**src/rtl/conv_pe_sequencer.sv**
```systemverilog
// Tile sequencer for conv_pe: walks row -> channel -> column over one output tile,
// one registered beat per cycle, then drains the PE pipeline and pulses done.
module conv_pe_sequencer #(
    parameter int unsigned W_SIZE        = 9,
    parameter int unsigned W_CHANNEL     = 9,
    parameter int unsigned BM_DATA_DELAY = 2,
    parameter int unsigned MAC_DELAY     = 4
) (
    input  logic                 clk,
    input  logic                 rstn,
    input  logic                 i_start,
    input  logic [W_SIZE-1:0]    i_cfg_width,
    input  logic [W_SIZE-1:0]    i_cfg_height,
    input  logic [W_CHANNEL-1:0] i_cfg_chn,
    input  logic                 i_stall,
    output logic                 o_ctrl_data_run,
    output logic [W_SIZE-1:0]    o_row,
    output logic [W_SIZE-1:0]    o_col,
    output logic [W_CHANNEL-1:0] o_chn,
    output logic                 o_is_first_row,
    output logic                 o_is_last_row,
    output logic                 o_is_first_col,
    output logic                 o_is_last_col,
    output logic                 o_busy,
    output logic                 o_done
);

    localparam int unsigned STG     = BM_DATA_DELAY + MAC_DELAY;
    localparam int unsigned W_DRAIN = $clog2(STG + 1);

    typedef enum logic [1:0] {StIdle, StRun, StDrain, StDone} state_e;

    state_e               state_q, state_d;
    logic [W_SIZE-1:0]    cfg_w_q, cfg_w_d;
    logic [W_SIZE-1:0]    cfg_h_q, cfg_h_d;
    logic [W_CHANNEL-1:0] cfg_c_q, cfg_c_d;
    logic [W_SIZE-1:0]    row_q, row_d;
    logic [W_SIZE-1:0]    col_q, col_d;
    logic [W_CHANNEL-1:0] chn_q, chn_d;
    logic [W_DRAIN-1:0]   drain_q, drain_d;

    logic                 run_q, run_d;
    logic [W_SIZE-1:0]    row_out_q, row_out_d;
    logic [W_SIZE-1:0]    col_out_q, col_out_d;
    logic [W_CHANNEL-1:0] chn_out_q, chn_out_d;
    logic                 first_row_q, first_row_d;
    logic                 last_row_q, last_row_d;
    logic                 first_col_q, first_col_d;
    logic                 last_col_q, last_col_d;
    logic                 busy_q, busy_d;
    logic                 done_q, done_d;

    logic [W_SIZE-1:0]    w_max, h_max;
    logic [W_CHANNEL-1:0] c_max;
    logic                 col_last, row_last, chn_last;
    logic                 cfg_nonzero;

    // Only meaningful once a nonzero geometry has been latched.
    assign w_max    = cfg_w_q - W_SIZE'(1);
    assign h_max    = cfg_h_q - W_SIZE'(1);
    assign c_max    = cfg_c_q - W_CHANNEL'(1);
    assign col_last = (col_q == w_max);
    assign row_last = (row_q == h_max);
    assign chn_last = (chn_q == c_max);

    assign cfg_nonzero = (|i_cfg_width) && (|i_cfg_height) && (|i_cfg_chn);

    always_comb begin
        state_d     = state_q;
        cfg_w_d     = cfg_w_q;
        cfg_h_d     = cfg_h_q;
        cfg_c_d     = cfg_c_q;
        row_d       = row_q;
        col_d       = col_q;
        chn_d       = chn_q;
        drain_d     = drain_q;
        run_d       = 1'b0;
        row_out_d   = row_out_q;
        col_out_d   = col_out_q;
        chn_out_d   = chn_out_q;
        first_row_d = first_row_q;
        last_row_d  = last_row_q;
        first_col_d = first_col_q;
        last_col_d  = last_col_q;

        unique case (state_q)
            StIdle: begin
                if (i_start) begin
                    cfg_w_d = i_cfg_width;
                    cfg_h_d = i_cfg_height;
                    cfg_c_d = i_cfg_chn;
                    row_d   = '0;
                    col_d   = '0;
                    chn_d   = '0;
                    state_d = cfg_nonzero ? StRun : StDone;
                end
            end
            StRun: begin
                if (!i_stall) begin
                    run_d       = 1'b1;
                    row_out_d   = row_q;
                    col_out_d   = col_q;
                    chn_out_d   = chn_q;
                    first_row_d = (row_q == '0);
                    last_row_d  = row_last;
                    first_col_d = (col_q == '0);
                    last_col_d  = col_last;
                    // Column is innermost so the PE keeps one filter across a sweep.
                    if (col_last) begin
                        col_d = '0;
                        if (chn_last) begin
                            chn_d = '0;
                            if (row_last) begin
                                row_d   = '0;
                                drain_d = W_DRAIN'(STG);
                                state_d = StDrain;
                            end else begin
                                row_d = row_q + W_SIZE'(1);
                            end
                        end else begin
                            chn_d = chn_q + W_CHANNEL'(1);
                        end
                    end else begin
                        col_d = col_q + W_SIZE'(1);
                    end
                end
            end
            StDrain: begin
                drain_d = drain_q - W_DRAIN'(1);
                if (drain_q == W_DRAIN'(1)) begin
                    state_d = StDone;
                end
            end
            StDone: begin
                state_d = StIdle;
            end
            default: begin
                state_d = StIdle;
            end
        endcase

        // Status outputs are registered copies of the next state.
        busy_d = (state_d != StIdle);
        done_d = (state_d == StDone);
    end

    always_ff @(posedge clk or negedge rstn) begin
        if (!rstn) begin
            state_q     <= StIdle;
            cfg_w_q     <= '0;
            cfg_h_q     <= '0;
            cfg_c_q     <= '0;
            row_q       <= '0;
            col_q       <= '0;
            chn_q       <= '0;
            drain_q     <= '0;
            run_q       <= 1'b0;
            row_out_q   <= '0;
            col_out_q   <= '0;
            chn_out_q   <= '0;
            first_row_q <= 1'b0;
            last_row_q  <= 1'b0;
            first_col_q <= 1'b0;
            last_col_q  <= 1'b0;
            busy_q      <= 1'b0;
            done_q      <= 1'b0;
        end else begin
            state_q     <= state_d;
            cfg_w_q     <= cfg_w_d;
            cfg_h_q     <= cfg_h_d;
            cfg_c_q     <= cfg_c_d;
            row_q       <= row_d;
            col_q       <= col_d;
            chn_q       <= chn_d;
            drain_q     <= drain_d;
            run_q       <= run_d;
            row_out_q   <= row_out_d;
            col_out_q   <= col_out_d;
            chn_out_q   <= chn_out_d;
            first_row_q <= first_row_d;
            last_row_q  <= last_row_d;
            first_col_q <= first_col_d;
            last_col_q  <= last_col_d;
            busy_q      <= busy_d;
            done_q      <= done_d;
        end
    end

    assign o_ctrl_data_run = run_q;
    assign o_row           = row_out_q;
    assign o_col           = col_out_q;
    assign o_chn           = chn_out_q;
    assign o_is_first_row  = first_row_q;
    assign o_is_last_row   = last_row_q;
    assign o_is_first_col  = first_col_q;
    assign o_is_last_col   = last_col_q;
    assign o_busy          = busy_q;
    assign o_done          = done_q;

endmodule

```
**config.mk**
```make
export PLATFORM = sky130hd
export DESIGN_NAME = conv_pe_sequencer
export DESIGN_NICKNAME = d
export VERILOG_FILES = /design/src/rtl/conv_pe_sequencer.sv
export SDC_FILE = /design/constraint.sdc
export NUM_CORES = 1
export LEC_CHECK = 0
export ABC_AREA = 1
export CORE_AREA = 2 2 101 103
export CTS_CLUSTER_DIAMETER = 100
export CTS_CLUSTER_SIZE = 24
export DETAILED_ROUTE_END_ITERATION = 10
export DIE_AREA = 0 0 103 105
export PLACE_DENSITY = 0.78
export SLEW_MARGIN = 10
export SYNTH_ARGS = -nofsm -noshare
export SYNTH_HDL_FRONTEND = slang
export SYNTH_SLANG_ARGS = --single-unit
export TNS_END_PERCENT = 10
```
**constraint.sdc**
```tcl
create_clock -name clk -period 3.3 [get_ports clk]
set_input_delay 0.33 -clock clk [delete_from_list [all_inputs] [get_ports clk]]
set_output_delay 0.33 -clock clk [all_outputs]
set_load 0.01 [all_outputs]
```
==> results of run 1 <==
## how the worst max path moves through the flow
stage	start	end	slack (ps)
floorplan	cfg_c_q[0]	row_q[6]	1410
global placement	i_start	col_q[7]	1190
detailed placement	cfg_c_q[0]	drain_q[0]	1110
CTS	cfg_c_q[0]	drain_q[0]	1090
global route	cfg_c_q[0]	drain_q[0]	840
finish	cfg_c_q[0]	drain_q[0]	1070
## cells in the mapped netlist, types with 3 or more instances
cell,count
inv_2,10
nand3_2,5
xnor2_1,12
xor2_1,23
nand3_1,46
clkbuf_1,12
o21ai_1,5
nor3b_1,4
ha_1,10
o21ai_0,64
nor4_1,5
nor2_4,3
nor2_1,54
nand2_2,7
inv_1,79
dfrtp_1,93
nand2_1,203
a21oi_1,6
nor3_1,6
nor2_2,11
nand4_1,11
## power groups by stage
stage / registers [W] / logic, W / clock network [W]
final: 0.00177 / 0.00187 / 0.000845
after CTS: 0.00177 / 0.00187 / 0.000854
after global placement: 0.00177 / 0.00180 / 0
after global routing: 0.00182 / 0.00215 / 0.000902
after detailed placement: 0.00179 / 0.00185 / 0
after floorplan: 0.00175 / 0.00129 / 0
## what timing repair did
item	CTS	global route
hold buffers	1	0
endpoints found under the hold margin	45	0
resized for setup	0	0
setup buffers	0	0
## worst max-delay path, stage by stage (launching register included)
cell and delay [ps]:
dfrtp_1 430, inv_1 130, ha_1 230, nand2_1 80, nor2_1 170, nand3_1 110
nand3_1 100, nand2_1 80, nor2_1 120, nand2_2 120, nor2_2 210, nand3_2 150
nand3_1 100, o21ai_0 80
## per-stage QoR
| stage | cell area [sq um] | worst slack [ps] |
|---|---|---|
| 2_1_floorplan | 5210 | 1410 |
| 3_3_place_gp | 5980 | 1190 |
| 3_5_place_dp | 5980 | 1110 |
| 4_1_cts | 6220 | 1090 |
| 5_1_grt | 6220 | 837 |
| 6_report | 6220 | 1070 |
## metal layers
layer	share of wire [%]	wire, um	vias to the layer above	GRT usage, %
li1	-	-	2305	-
met4	1.9	220	0	6.48
met2	49	5780	120	39.2
met1	44	5240	2133	31.1
met3	4.5	532	23	3.68
met5	0	0	-	0
## layout by cell type (no fill, tap or decap), types with 12 or more instances in the layout
cell,n
clkdlybuf4s50_1,63
dfrtp_1,93
inv_1,79
nand2_1,203
nand3_1,46
nor2_1,54
o21ai_0,64
xnor2_1,12
xor2_1,23
## logic make-up (layout without fill, tap and decap cells)
logic type	Yosys count	count (layout)	synth area share, %
AO/OA/AOI/OAI	83	83	8.48
XOR/XNOR	35	35	5.88
adder cells (fa/ha/maj)	10	10	2.40
buffers and inverters	104	176	7.83
flip-flops	93	93	44.7
AND/OR/NAND/NOR	360	360	30.7
## cell type report
class	instances	area (sq um)
Clock buffer	9	124
Multi-Input combinational cell	488	2470
Sequential cell	93	2330
Tap cell	133	166
Clock inverter	7	98.8
Fill cell	846	3420
Inverter	90	340
Timing Repair Buffer	70	686
## registers in the layout, summed over array words and instances (netlist names), 9 cells and up
name     cells
chn_q        9
col_q        9
o_chn        9
cfg_h_q      9
cfg_w_q      9
row_q        9
o_row        9
o_col        9
cfg_c_q      9
==> out/results.tsv, run 1 <==
metric	value	unit
worstSetupStartpointType	flip-flop	
netlist.top_cell.by_area	dfrtp_1	
synth_cells	685	
firstDrtPassIters	4	
cts_max_path_buffers	2	
clk_pin_slew	90	ps
cts.htree.levels	3	
endpoint_kind	flip-flop	
clock_sinks	93	
whs	481	ps
die_x	103	um
drtAntennaViolNets	0	
diodes	0	
ir_drop	0.418	mV
io_pins	65	
power_frac_seq	39.5	%
hold_end	o_chn[8]	
initial_core_util	54.0	%
worstReg2RegStart	cfg_c_q[0]	
synth.cell_area	5210	sq um
worstMarginPinSlew	588	ps
crit_arrival	2480	ps
synth_fp_nets	726	
synth_area_leaders	dfrtp_1 (45%), nand2_1 (15%), o21ai_0 (6.1%)	
hold_viol_final	0	
synth_edf_count	0	
dieArea	10800	sq um
syn2layout_area_growth	19.3	%
grtUsageTotal	23.3	%
crit_required	3540	ps
holdPathStages	2	
grt_remaining_overflow	0	
synth_warnings	0	
viasPerCell	5.15	
fin_util	64.5	%
yosysSeqAreaShare	44.7	%
rr_endpoint	drain_q[0]	
total_power	0.00448	W
insertion_delay	360	ps
numCtsBuffers	9	
cts_tree	built	
r2r_setup_slack	1070	ps
p_int	0.00265	W
nets	793	
timing.final.max_slew_violations	0	
hp-start	o_chn[8]	
grt_pass1_vias	4374	
grt_pass1_wl	20100	um
power.switching	0.00183	W
fin_setup_tns	0	ps
dp.cells	873	
cap_violations	0	
max_freq	0.448	GHz
power_density	721	nW/um^2
holdCritPathClass	reg2reg	
num_vias	4581	
synth_cell_types	32	
reg2reg_depth	13	
die_h	105	um
relSlewSlack	60.8	%
rows	36	
combinationalPowerShare	41.6	%
finalSetupViolations	0	
drtIter0Drc	240	
fin_worst_skew	6.46	ps
outcome	completed	
switching_share	40.9	%
ys_async_sr_fraction	100	%
dp_hpwl	9000	um
rsz0062_at_grt	no	
antenna_found_initial	0	
synth-seq-cells	93	
drc_errors	0	
synthFlopType	dfrtp_1	
syn_area_per_cell	7.61	sq um
synth_top_area_share	44.7	%
grt_max_degree	48	
drt_wl_total	11800	um
routedWlPerCell	13.2	um
worstSetupPathType	reg2reg	
total_leakage_power	3.06	nW
critical_path.max_fanout	5	
core_area	9640	sq um
fin_crit_sh	67.7	%
min_period	2230	ps
gp_congestion	0.873	
final_layout_size_suffix_gt1_share	8.59	%
final_cells	890	
cts_root_buf	clkbuf_8	
port_buffers	64	
clkPwrFrac	18.8	%
(Power assumes the default switching activity.)
==> run 2: changes to the inputs <==
clock period = 2.1 ns   (was 3.3 ns; I/O delays follow)
==> out/results.tsv, run 2 (synthesized netlist as in run 1, its figures left out) <==
metric	value	unit	change
r2r_setup_slack	110	ps	was 1070 ps
die_x	103	um	unchanged
grt_pass1_wl	20400	um	was 20100 um
cts_max_path_buffers	2		unchanged
dp_hpwl	9220	um	was 9000 um
final_cells	910		was 890
die_h	105	um	unchanged
reg2reg_depth	14		was 13
routedWlPerCell	13.8	um	was 13.2 um
crit_required	2350	ps	was 3540 ps
finalSetupViolations	0		unchanged
path_cells	inv_2 -> ha_4 -> xor2_2 -> nand2_1 -> nor2_1 -> nand2_1 -> nor2_2 -> nand3_4 -> nor2_4 -> nand2_2 -> nand2_2 -> nand2_2 -> inv_2 -> nand2_1		was inv_1 -> ha_1 -> nand2_1 -> nor2_1 -> nand3_1 -> nand3_1 -> nand2_1 -> nor2_1 -> nand2_2 -> nor2_2 -> nand3_2 -> nand3_1 -> o21ai_0
syn2layout_area_growth	25.6	%	was 19.3%
max_freq	0.501	GHz	was 0.448 GHz
rr_endpoint	o_busy		was drain_q[0]
clk_pin_slew	90	ps	about the same
cp_slowest_cell	dfrtp_1		unchanged
final_cell_mix	nand2_1 (197), dfrtp_1 (93), inv_1 (72)		was nand2_1 (203), dfrtp_1 (93), inv_1 (79)
worstReg2RegStart	cfg_h_q[1]		was cfg_c_q[0]
grt_pass1_vias	4416		was 4374
max_stage_delay	400	ps	was 430 ps
critical_path.max_fanout	3		was 5
crit_arrival	2240	ps	was 2480 ps
critPathTopFamily	simple AND/OR/NAND/NOR gates		unchanged
worstSetupPathType	reg2reg		unchanged
viasPerCell	5.18		was 5.15
min_period	1990	ps	was 2230 ps
numCtsBuffers	9		unchanged
insertion_delay	360	ps	about the same
io_pins	65		unchanged
core_area	9640	sq um	unchanged
initial_core_util	54.0	%	unchanged
rows	36		unchanged
firstDrtPassIters	4		unchanged
fin_util	67.9	%	was 64.5%
cp.depth	14		was 13
fin_worst_skew	7.59	ps	was 6.46 ps
timing.final.max_slew_violations	0		unchanged
cts_tree	built		unchanged
rsz0062_at_grt	yes		was no
num-fill-cells	831		was 846
ir_drop	0.750	mV	was 0.418 mV
endpoint_kind	flip-flop		unchanged
power_density	1150	nW/um^2	was 721 nW/um^2
dp.cells	883		was 873
port_buffers	64		unchanged
grt_remaining_overflow	0		unchanged
clock_sinks	93		unchanged
cts_root_buf	clkbuf_8		unchanged
grt_max_degree	42		was 48
cts.htree.levels	3		unchanged
cap_violations	0		unchanged
worstSetupStartpointType	flip-flop		unchanged
gp_congestion	0.883		was 0.873
num_vias	4710		was 4581
drc_errors	0		unchanged
hold_viol_final	0		unchanged
fin_crit_sh	95.0	%	was 67.7%
holdCritPathClass	in2async		was reg2reg
path_buf_inv	2		was 1
final_layout_size_suffix_gt1_share	14.4	%	was 8.59%
final_common_cell	nand2_1		unchanged
grtUsageTotal	23.9	%	was 23.3%
relSlewSlack	60.7	%	was 60.8%
total_leakage_power	3.18	nW	was 3.06 nW
nets	813		was 793
drtIter0Drc	243		was 240
drt_wl_total	12500	um	was 11800 um
antenna_found_initial	0		unchanged
drtAntennaViolNets	0		unchanged
dieArea	10800	sq um	unchanged
outcome	completed		unchanged
worstMarginPinSlew	589	ps	was 588 ps
diodes	0		unchanged
==> run 2: cell types whose count changed in the layout (fill, tap and decap cells not counted), sizes merged <==
cell,before,now
clkbuf,9,10
clkinv,0,2
inv,91,92
buf,6,25
clkinvlp,4,0
bufinv,2,3
==> run 2: cell type report <==
type,count,area [sq um],area share [%]
Clock buffer,10,138,2.10
Clock inverter,6,109,1.66
Inverter,90,345,5.28
Multi-Input combinational cell,488,2610,39.9
Sequential cell,93,2330,35.6
Tap cell,133,166,2.54
Timing Repair Buffer,89,841,12.8
Timing Repair inverter,1,6.26,0.0956
==> run 2: worst max path at each step <==
stage	from	to	slack [ps]
6_report	cfg_h_q[1]	o_busy	110
5_1_grt	cfg_h_q[1]	o_busy	-50
4_1_cts	cfg_h_q[0]	o_done	10
3_5_place_dp	cfg_h_q[0]	drain_q[0]	-0.6
3_3_place_gp	cfg_h_q[0]	o_busy	70
2_1_floorplan	cfg_c_q[0]	row_q[6]	210
==> run 2: stage by stage <==
stage | setup slack, ps | hold WS [ps] | total power (W) | TNS, ps | area [sq um]
after floorplan | 207 | -85.6 | 0.00478 | 0 | 5210
after global placement | 70.0 | 241 | 0.00571 | 0 | 6070
after detailed placement | -0.629 | 250 | 0.00579 | -0.629 | 6070
after CTS | 12.0 | 400 | 0.00727 | 0 | 6330
after global routing | -52.2 | 423 | 0.00814 | -129 | 6550
final | 105 | 390 | 0.00752 | 0 | 6550
==> run 2: timing repair <==
action	in CTS	in global routing
resized for setup	1	39
setup endpoints to repair	3	32
hold endpoints to repair	38	0
hold buffers	1	0
gates cloned	0	1
buffers inserted	0	9
pin swaps	0	16
==> run 2: report_power, final <==
part	internal, W	switching (W)
combinational	0.00141	0.00188
sequential	0.00227	0.000510
clock	0.000823	0.000622
==> run 2: worst register-to-register path, stage by stage (launching register included) <==
cell and delay [ps]:
dfrtp_1 400, inv_2 70, ha_4 270, xor2_2 150
nand2_1 70, nor2_1 90, nand2_1 70, nor2_2 150
nand3_4 120, nor2_4 190, nand2_2 70, nand2_2 70
nand2_2 80, inv_2 50, nand2_1 50
==> run 2: routing by layer <==
| metal | share of wire (%) | GRT usage, % | wire length, um | vias to the layer above |
|---|---|---|---|---|
| met5 | 0 | 0 | 0 | - |
| met4 | 1.2 | 8.18 | 149 | 0 |
| met3 | 4.4 | 3.95 | 555 | 14 |
| met2 | 51 | 39.1 | 6340 | 110 |
| met1 | 44 | 31.8 | 5490 | 2241 |
| li1 | - | - | - | 2345 |
